**src/rtl/frame_xmtr_pkg.sv**
```systemverilog
// Shared definitions for the serial frame transmitter: header default,
// counter width, FSM state encoding and the MSB-first bit selector.
package frame_xmtr_pkg;

    localparam logic [7:0] MATCH_DEFAULT = 8'hA5;
    localparam int         COUNT_W       = 3;
    localparam logic [2:0] LAST_COUNT    = 3'd7;

    typedef enum logic [1:0] {
        IDLE       = 2'd0,
        SHIFT_HEAD = 2'd1,
        SHIFT_BODY = 2'd2
    } xmtr_state_e;

    // Bit of an octet shown on the line at a given position; count 0 is the MSB.
    function automatic logic frame_bit(input logic [7:0] octet, input logic [2:0] count);
        return octet[3'd7 - count];
    endfunction

endpackage

```
**src/rtl/frame_xmtr.sv**
```systemverilog
// Serial frame transmitter: 1-deep holding buffer feeding a gapless
// MSB-first stream of {MATCH header, payload} frames, one bit per clock.
module frame_xmtr
    import frame_xmtr_pkg::*;
#(
    parameter logic [7:0] MATCH = MATCH_DEFAULT
) (
    input  logic       clock,
    input  logic       reset,
    input  logic [7:0] data_in,
    input  logic       write,
    output logic       ready,
    output logic       overrun,
    output logic       busy,
    output logic       data_out
);

    localparam logic IDLE_BIT = ~MATCH[7];

    xmtr_state_e        state_r;
    logic [COUNT_W-1:0] count_r;
    logic [7:0]         hold_r;
    logic               hold_full_r;
    logic [7:0]         body_r;

    xmtr_state_e        state_nx_s;
    logic [COUNT_W-1:0] count_nx_s;
    logic               load_body_s;
    logic               accept_s;
    logic               refuse_s;
    logic               hold_full_nx_s;
    logic [7:0]         body_nx_s;
    logic               line_nx_s;

    // Next FSM state and count; a frame boundary moves the hold byte into the body.
    always_comb begin
        state_nx_s  = state_r;
        count_nx_s  = count_r;
        load_body_s = 1'b0;
        case (state_r)
            IDLE: begin
                count_nx_s = 3'd0;
                if (hold_full_r) begin
                    state_nx_s  = SHIFT_HEAD;
                    load_body_s = 1'b1;
                end else begin
                    state_nx_s = IDLE;
                end
            end
            SHIFT_HEAD: begin
                if (count_r == LAST_COUNT) begin
                    state_nx_s = SHIFT_BODY;
                    count_nx_s = 3'd0;
                end else begin
                    count_nx_s = count_r + 3'd1;
                end
            end
            SHIFT_BODY: begin
                if (count_r == LAST_COUNT) begin
                    count_nx_s = 3'd0;
                    if (hold_full_r) begin
                        state_nx_s  = SHIFT_HEAD;
                        load_body_s = 1'b1;
                    end else begin
                        state_nx_s = IDLE;
                    end
                end else begin
                    count_nx_s = count_r + 3'd1;
                end
            end
            default: begin
                state_nx_s = IDLE;
                count_nx_s = 3'd0;
            end
        endcase
    end

    // Holding-buffer handshake; ready mirrors an empty hold, so no same-edge bypass exists.
    always_comb begin
        accept_s = write & ready;
        refuse_s = write & ~ready;
        if (load_body_s) begin
            hold_full_nx_s = 1'b0;
        end else if (accept_s) begin
            hold_full_nx_s = 1'b1;
        end else begin
            hold_full_nx_s = hold_full_r;
        end
        if (load_body_s) begin
            body_nx_s = hold_r;
        end else begin
            body_nx_s = body_r;
        end
    end

    // Line value for the state being entered, so data_out lines up with state/count.
    always_comb begin
        case (state_nx_s)
            SHIFT_HEAD: line_nx_s = frame_bit(MATCH, count_nx_s);
            SHIFT_BODY: line_nx_s = frame_bit(body_nx_s, count_nx_s);
            IDLE:       line_nx_s = IDLE_BIT;
            default:    line_nx_s = IDLE_BIT;
        endcase
    end

    // All state and registered outputs; reset aborts any frame in flight.
    always_ff @(posedge clock) begin
        if (reset) begin
            state_r     <= IDLE;
            count_r     <= 3'd0;
            hold_r      <= 8'd0;
            hold_full_r <= 1'b0;
            body_r      <= 8'd0;
            ready       <= 1'b1;
            overrun     <= 1'b0;
            busy        <= 1'b0;
            data_out    <= IDLE_BIT;
        end else begin
            state_r     <= state_nx_s;
            count_r     <= count_nx_s;
            body_r      <= body_nx_s;
            hold_full_r <= hold_full_nx_s;
            ready       <= ~hold_full_nx_s;
            busy        <= (state_nx_s != IDLE);
            data_out    <= line_nx_s;
            if (accept_s) begin
                hold_r  <= data_in;
                overrun <= 1'b0;
            end else if (refuse_s) begin
                overrun <= 1'b1;
            end else begin
                overrun <= overrun;
            end
        end
    end

endmodule

```
**config.mk**
```make
export PLATFORM = sky130hd
export DESIGN_NAME = frame_xmtr
export DESIGN_NICKNAME = d
export VERILOG_FILES = /design/src/rtl/frame_xmtr_pkg.sv /design/src/rtl/frame_xmtr.sv
export SDC_FILE = /design/constraint.sdc
export NUM_CORES = 1
export LEC_CHECK = 0
export BUFFER_PORTS_ARGS = -buffer_cell sky130_fd_sc_hd__buf_2
export CELL_PAD_IN_SITES_DETAIL_PLACEMENT = 0
export CELL_PAD_IN_SITES_GLOBAL_PLACEMENT = 1
export CORE_MARGIN = 2
export CORE_UTILIZATION = 38
export DETAILED_ROUTE_END_ITERATION = 10
export HOLD_SLACK_MARGIN = 0.05
export PLACE_DENSITY = 0.76
export SLEW_MARGIN = 40
export SYNTH_ARGS = -nofsm -noshare
export SYNTH_HDL_FRONTEND = slang
export SYNTH_SLANG_ARGS = --single-unit
```
**constraint.sdc**
```tcl
create_clock -name clock -period 2 [get_ports clock]
set_clock_uncertainty 0.05 [all_clocks]
set_input_delay 0.4 -clock clock [delete_from_list [all_inputs] [get_ports clock]]
set_output_delay 0.4 -clock clock [all_outputs]
set_load 0.05 [all_outputs]
```
# Word level (Yosys, flattened, before mapping)
# Memory sizes are Yosys's and may differ from the RTL's.
# Index checks and enable logic that the tools add are counted.
dict set report word_totals {
  ff_bits 26
  input_bits 11
  romBits 8
  memories 1
}
# name depth word_bits read_ports rd_clocked_by_memory_dff wr line_no
set memory_table {}
lappend memory_table {{(no name shown)} 8 1 1 0 0 frame_xmtr_pkg.sv:17} ;# return octet[3'd7 - count];
dict set report classes {
  order_cmp 1
  muxes 16
  n_bitwise 4
  reduce_logical 4
  add_sub_neg 2
  eq_ne 5
}
# operator count
set ops {}
lappend ops {{2-to-1 mux 8 bit} 1}
lappend ops {{2-to-1 mux 1 bit} 7}
lappend ops {{2-to-1 mux 3 bit} 2}
lappend ops {{one-hot mux 2 bit (3 select lines)} 1}
lappend ops {{equality test 2 x 1 -> 1 bit (second input constant)} 2}
lappend ops {{equality test 2 bit (second input constant)} 2}
lappend ops {{< comparator 3 x 4 -> 1 bit (second input constant)} 1}
lappend ops {{2-to-1 mux 2 bit} 2}
lappend ops {{one-hot mux 1 bit (2 select lines)} 2}
lappend ops {{OR reduction 2 bit} 2}
lappend ops {{adder 3 x 1 -> 3 bit (second input constant)} 1}
lappend ops {{binary-select mux 1 bit (select 3 bit)} 1}
lappend ops {{equality test 3 bit (second input constant)} 1}
lappend ops {{subtractor 3 bit (first input constant)} 1}
lappend ops {{AND 1 bit} 2}
lappend ops {{zero test 2 bit} 1}
lappend ops {{NOT 1 bit} 2}
lappend ops {{nonzero test 2 bit} 1}

# Depth between registers and ports, before layout
dict set report depth {
  ltp_word 7
  depth_mapped 13
  depth_no_buf 12
}

# Least setup slack after synthesis
# OpenSTA, ideal clock, no wires.
dict set report synth_timing {
  path_kind {reg-to-reg}
  startpoint {register count_r[0]}
  endpoint {register data_out}
  synth_period_minus_slack_ns 2.216
  path_stages_with_launch 13
  path_buffers 1
  required_ns 1.822
  setup_time_ns 0.128
  slack_ns -0.216
  arrival_time_ns 2.038
  path_cell_list {dfxtp_1 -> ha_1 -> ha_1 -> buf_6 -> a21o_4 -> nand2_8 -> a21o_2 -> ha_1 -> nand3b_1 -> a21o_1 -> nand2_1 -> a31oi_1 -> a32oi_1}
}
dict set report synth_via {
  elab_chain_cells 7
  elab_cells_between_ends 18
}
# element line_no
set synth_lines {}
lappend synth_lines {{from (decl)} frame_xmtr.sv:21} ;# logic [COUNT_W-1:0] count_r;
lappend synth_lines {{from (signal assigned)} frame_xmtr.sv:120} ;# count_r <= count_nx_s;
lappend synth_lines {{adder 3 x 1 -> 3 bit or equality test 3 bit (tied branches)} --}
lappend synth_lines {{2-to-1 mux 3 bit or 2-to-1 mux 1 bit (tied branches)} {frame_xmtr.sv:51, frame_xmtr.sv:59}}
lappend synth_lines {{2-to-1 mux 3 bit or one-hot mux 1 bit (2 select lines) (tied branches)} --}
lappend synth_lines {{subtractor 3 bit or 2-to-1 mux 8 bit (tied branches)} {frame_xmtr_pkg.sv:17, frame_xmtr.sv:89}}
lappend synth_lines {{memory (8 x 1 bit) or binary-select mux 1 bit (select 3 bit) (tied branches)} --}
lappend synth_lines {{2-to-1 mux 1 bit (implied by the code)} frame_xmtr_pkg.sv:17}
lappend synth_lines {{one-hot mux 1 bit (2 select lines) (*)} frame_xmtr.sv:98} ;# case (state_nx_s)
lappend synth_lines {{to (signal assigned)} frame_xmtr.sv:125} ;# data_out <= line_nx_s;
lappend synth_lines {{to (decl)} frame_xmtr.sv:15} ;# output logic data_out
# Every way passes the cells marked *; elsewhere a longest branch is shown, timed or not. The select of a mux whose other input is x is not followed.
# A chain may end at the register's enable or synchronous reset.

# Final worst setup path
# Ends and elaborated chain as after synthesis.

==> out/metrics.cfg <==
[sta]
fin_setup_tns_ns = -0.0716
worstMarginPinSlew_ns = 0.453
rsz0062_at_grt = true
report.final.hold_viol_count = 0
max_slew_margin = 0.698
slew_viol_final = 0
worst_slack_ns = -0.0716
fin_crit_sh = 1.04
fmax_mhz = 483
setup_viol = 1
post-route-min-period_ns = 2.07

[cts]
clock_path_buffers = 2
clock_latency_ns = 0.32
cts-buffers-inserted = 3
cts_root_buf = clkbuf_4
post-cts-setup-buffers = 0
cts_tree = done
cts-htree-levels = 1
clock-sinks = 26
cts_hold_buf = 0
path_clk_slew_ns = 0.16

[pwr]
powerDensity_mw_per_mm2 = 715
p_total_mw = 1.09
vdd_ir_drop_max_v = 0.000364
leakagePower_nw = 0.615

[place]
dpl_cell_area_sq_mm = 0.00144
port_buffers = 14
hpwl_mm = 1.87
dp_cells = 206
gp_congestion = 0.885

[worst_setup_path]
cp_max_fo = 4
crit_path_cell_trace = ha_4, ha_4, inv_4, a21oi_2, a211o_1, ha_4, nand3b_1, a21o_1, nand2_1, a31oi_1, a32oi_1
r2r-start = count_r[0]$_SDFF_PP0_
startpoint_type = register
arrival_ns = 2.28
r2r_cells = 11
r2r_end = data_out$_SDFF_PP0_
r2r_slack_ns = -0.07
cp_common_cell = ha_4
slowest_delay_ns = 0.38
criticalPathCategory = register to register
crit_required_ns = 2.21
cp_slowest_cell = dfxtp_4
startpoint = count_r[0]$_SDFF_PP0_
end_kind = register

[job]
maxCapViolations = 0

[final_layout]
nNetsFinal = 187
drive_gt1_frac = 0.259
n_fill_cell = 337
final_cells = 210
final_area_sq_mm = 0.00152
area_delta_synth_final_pct = 21.0
antenna_cells = 0

[floorplanning]
ios = 15
fp.dieW_um = 61.6
die_area_sq_mm = 0.00379
core-area_sq_mm = 0.00310
row_count = 20
die_h_um = 61.6
initial_utilization = 0.406

[drt]
wl_per_cell_um = 11.9
vias_per_cell = 5.03
drc = 0
first_pass_iters = 5
routed_wl_mm = 2.50
ant_nets = 0
first_iter_violations = 33
num_vias = 1057

[status]
status = finished with violations
violations = negative setup slack

[synth]
syn_nets = 167
yosysTopAreaCell = dfxtp_1
netlist_area_sq_mm = 0.00126
avgSynthCellArea_sq_um = 8.56
synthCells = 147
async_reset_ff_frac = 0
synthFlopType = dfxtp_1
ys_types = 35
yosys_register_bits = 26
synth_top_cell_area_share = 0.414
synth_edf_count = 0
yosysSeqAreaShare = 0.414
yosysMostFrequentCell = nand2_1
ys_warn_count = 0
synthTopCellsByCount = 34 x nand2_1, 26 x dfxtp_1, 20 x a21oi_1, 9 x ha_1, 8 x nor2_1
synth_area_leaders = dfxtp_1 41%, nand2_1 10%, ha_1 8.9%, a21oi_1 8.0%, nor2_1 2.4%

[global_routing]
grt_max_degree = 27
gr-total-overflow = 0
grt_antenna_before_repair = 0
grt_pass1_vias = 964
grtUsageTotal = 0.152
grt_pass1_wl_mm = 4.35

[min_path]
min_to = hold_r[7]$_SDFFE_PP0P_
min_path_cells = 3
hold_class = primary input to register
worstHoldStart = data_in[7]

==> worst max path at each step <==
stage,slack (ns),cells after the start,end
finish,-0.07,11,data_out$_SDFF_PP0_
global route,-0.18,11,data_out$_SDFF_PP0_
CTS,-0.06,11,data_out$_SDFF_PP0_
detailed placement,-0.10,11,data_out$_SDFF_PP0_
global placement,-0.03,11,data_out$_SDFF_PP0_
floorplan,-0.13,12,data_out$_SDFF_PP0_
==> placed cells by master, fill, tap and decap left out, drive strengths merged, types with 2 or more instances in the layout <==
master	count
nor2b	2
nor3	3
clkbuf	3
nand3	3
a21o	3
o21ai	3
ha	9
nand2	35
nor2	9
and2	2
a21oi	20
dfxtp	26
inv	7
buf	22
o211ai	3
==> power breakdown <==
part	total (mW)	leakage [nW]	internal (mW)	switching (mW)
Clock	0.364	0.0279	0.202	0.161
Combinational	0.165	0.373	0.0667	0.0979
Sequential	0.560	0.214	0.542	0.0176
Total	1.09	0.615	0.811	0.277
==> area by class of cell <==
| cell class | count | area [sq um] | share of cell area |
|---|---|---|---|
| clock buffers | 3 | 22.5 | 0.0148 |
| clock inverters | 1 | 30.0 | 0.0197 |
| inverters | 7 | 28.8 | 0.0189 |
| multi-input cells | 107 | 729 | 0.479 |
| flip-flops and latches | 26 | 527 | 0.346 |
| well taps | 44 | 55.1 | 0.0362 |
| repair buffers | 22 | 130 | 0.0855 |
==> metal layers <==
metal	GRT usage	up-vias	share of wire
li1	-	535	-
met1	0.216	499	0.49
met2	0.238	21	0.47
met3	0.0252	2	0.030
met4	0.0395	0	0.0084
met5	0	-	0
==> logic make-up after synthesis <==
kind of cell,synth area share
compound gates,0.183
xor+xnor,0.00696
fa+ha+maj,0.0895
buf+inv,0.0547
flops,0.414
mux,0.0348
simple gates,0.218
==> critical path, delay by kind of cell, from the launching register on <==
family	cells	cell delay, ns
compound gates	5	0.75
buf+inv	1	0.06
fa+ha+maj	3	0.60
flops	1	0.38
simple gates	2	0.17
==> stage by stage <==
| step | hold WS [ns] | utilization | worst slack (ns) |
|---|---|---|---|
| 6_report | 0.236 | 0.491 | -0.0716 |
| 5_1_grt | 0.233 | 0.491 | -0.184 |
| 4_1_cts | 0.240 | 0.491 | -0.0642 |
| 3_5_place_dp | 0.400 | 0.463 | -0.104 |
| 3_3_place_gp | 0.394 | 0.463 | -0.0315 |
| 2_1_floorplan | 0.383 | - | -0.126 |
==> flip-flops by register name (all words and copies together), names as in the netlist, 2 cells and up <==
| register | count |
|---|---|
| count_r | 3 |
| hold_r | 8 |
| body_r | 8 |
| state_r | 2 |
==> repair_timing <==
item | 4_1_cts | 5_1_grt
setup endpoints to repair | 1 | 1
resized for setup | 6 | 0
pin swaps | 6 | 0
gates cloned | 0 | 0
hold endpoints to repair | 0 | 0
Note: power is estimated with default switching activity, not from simulation.
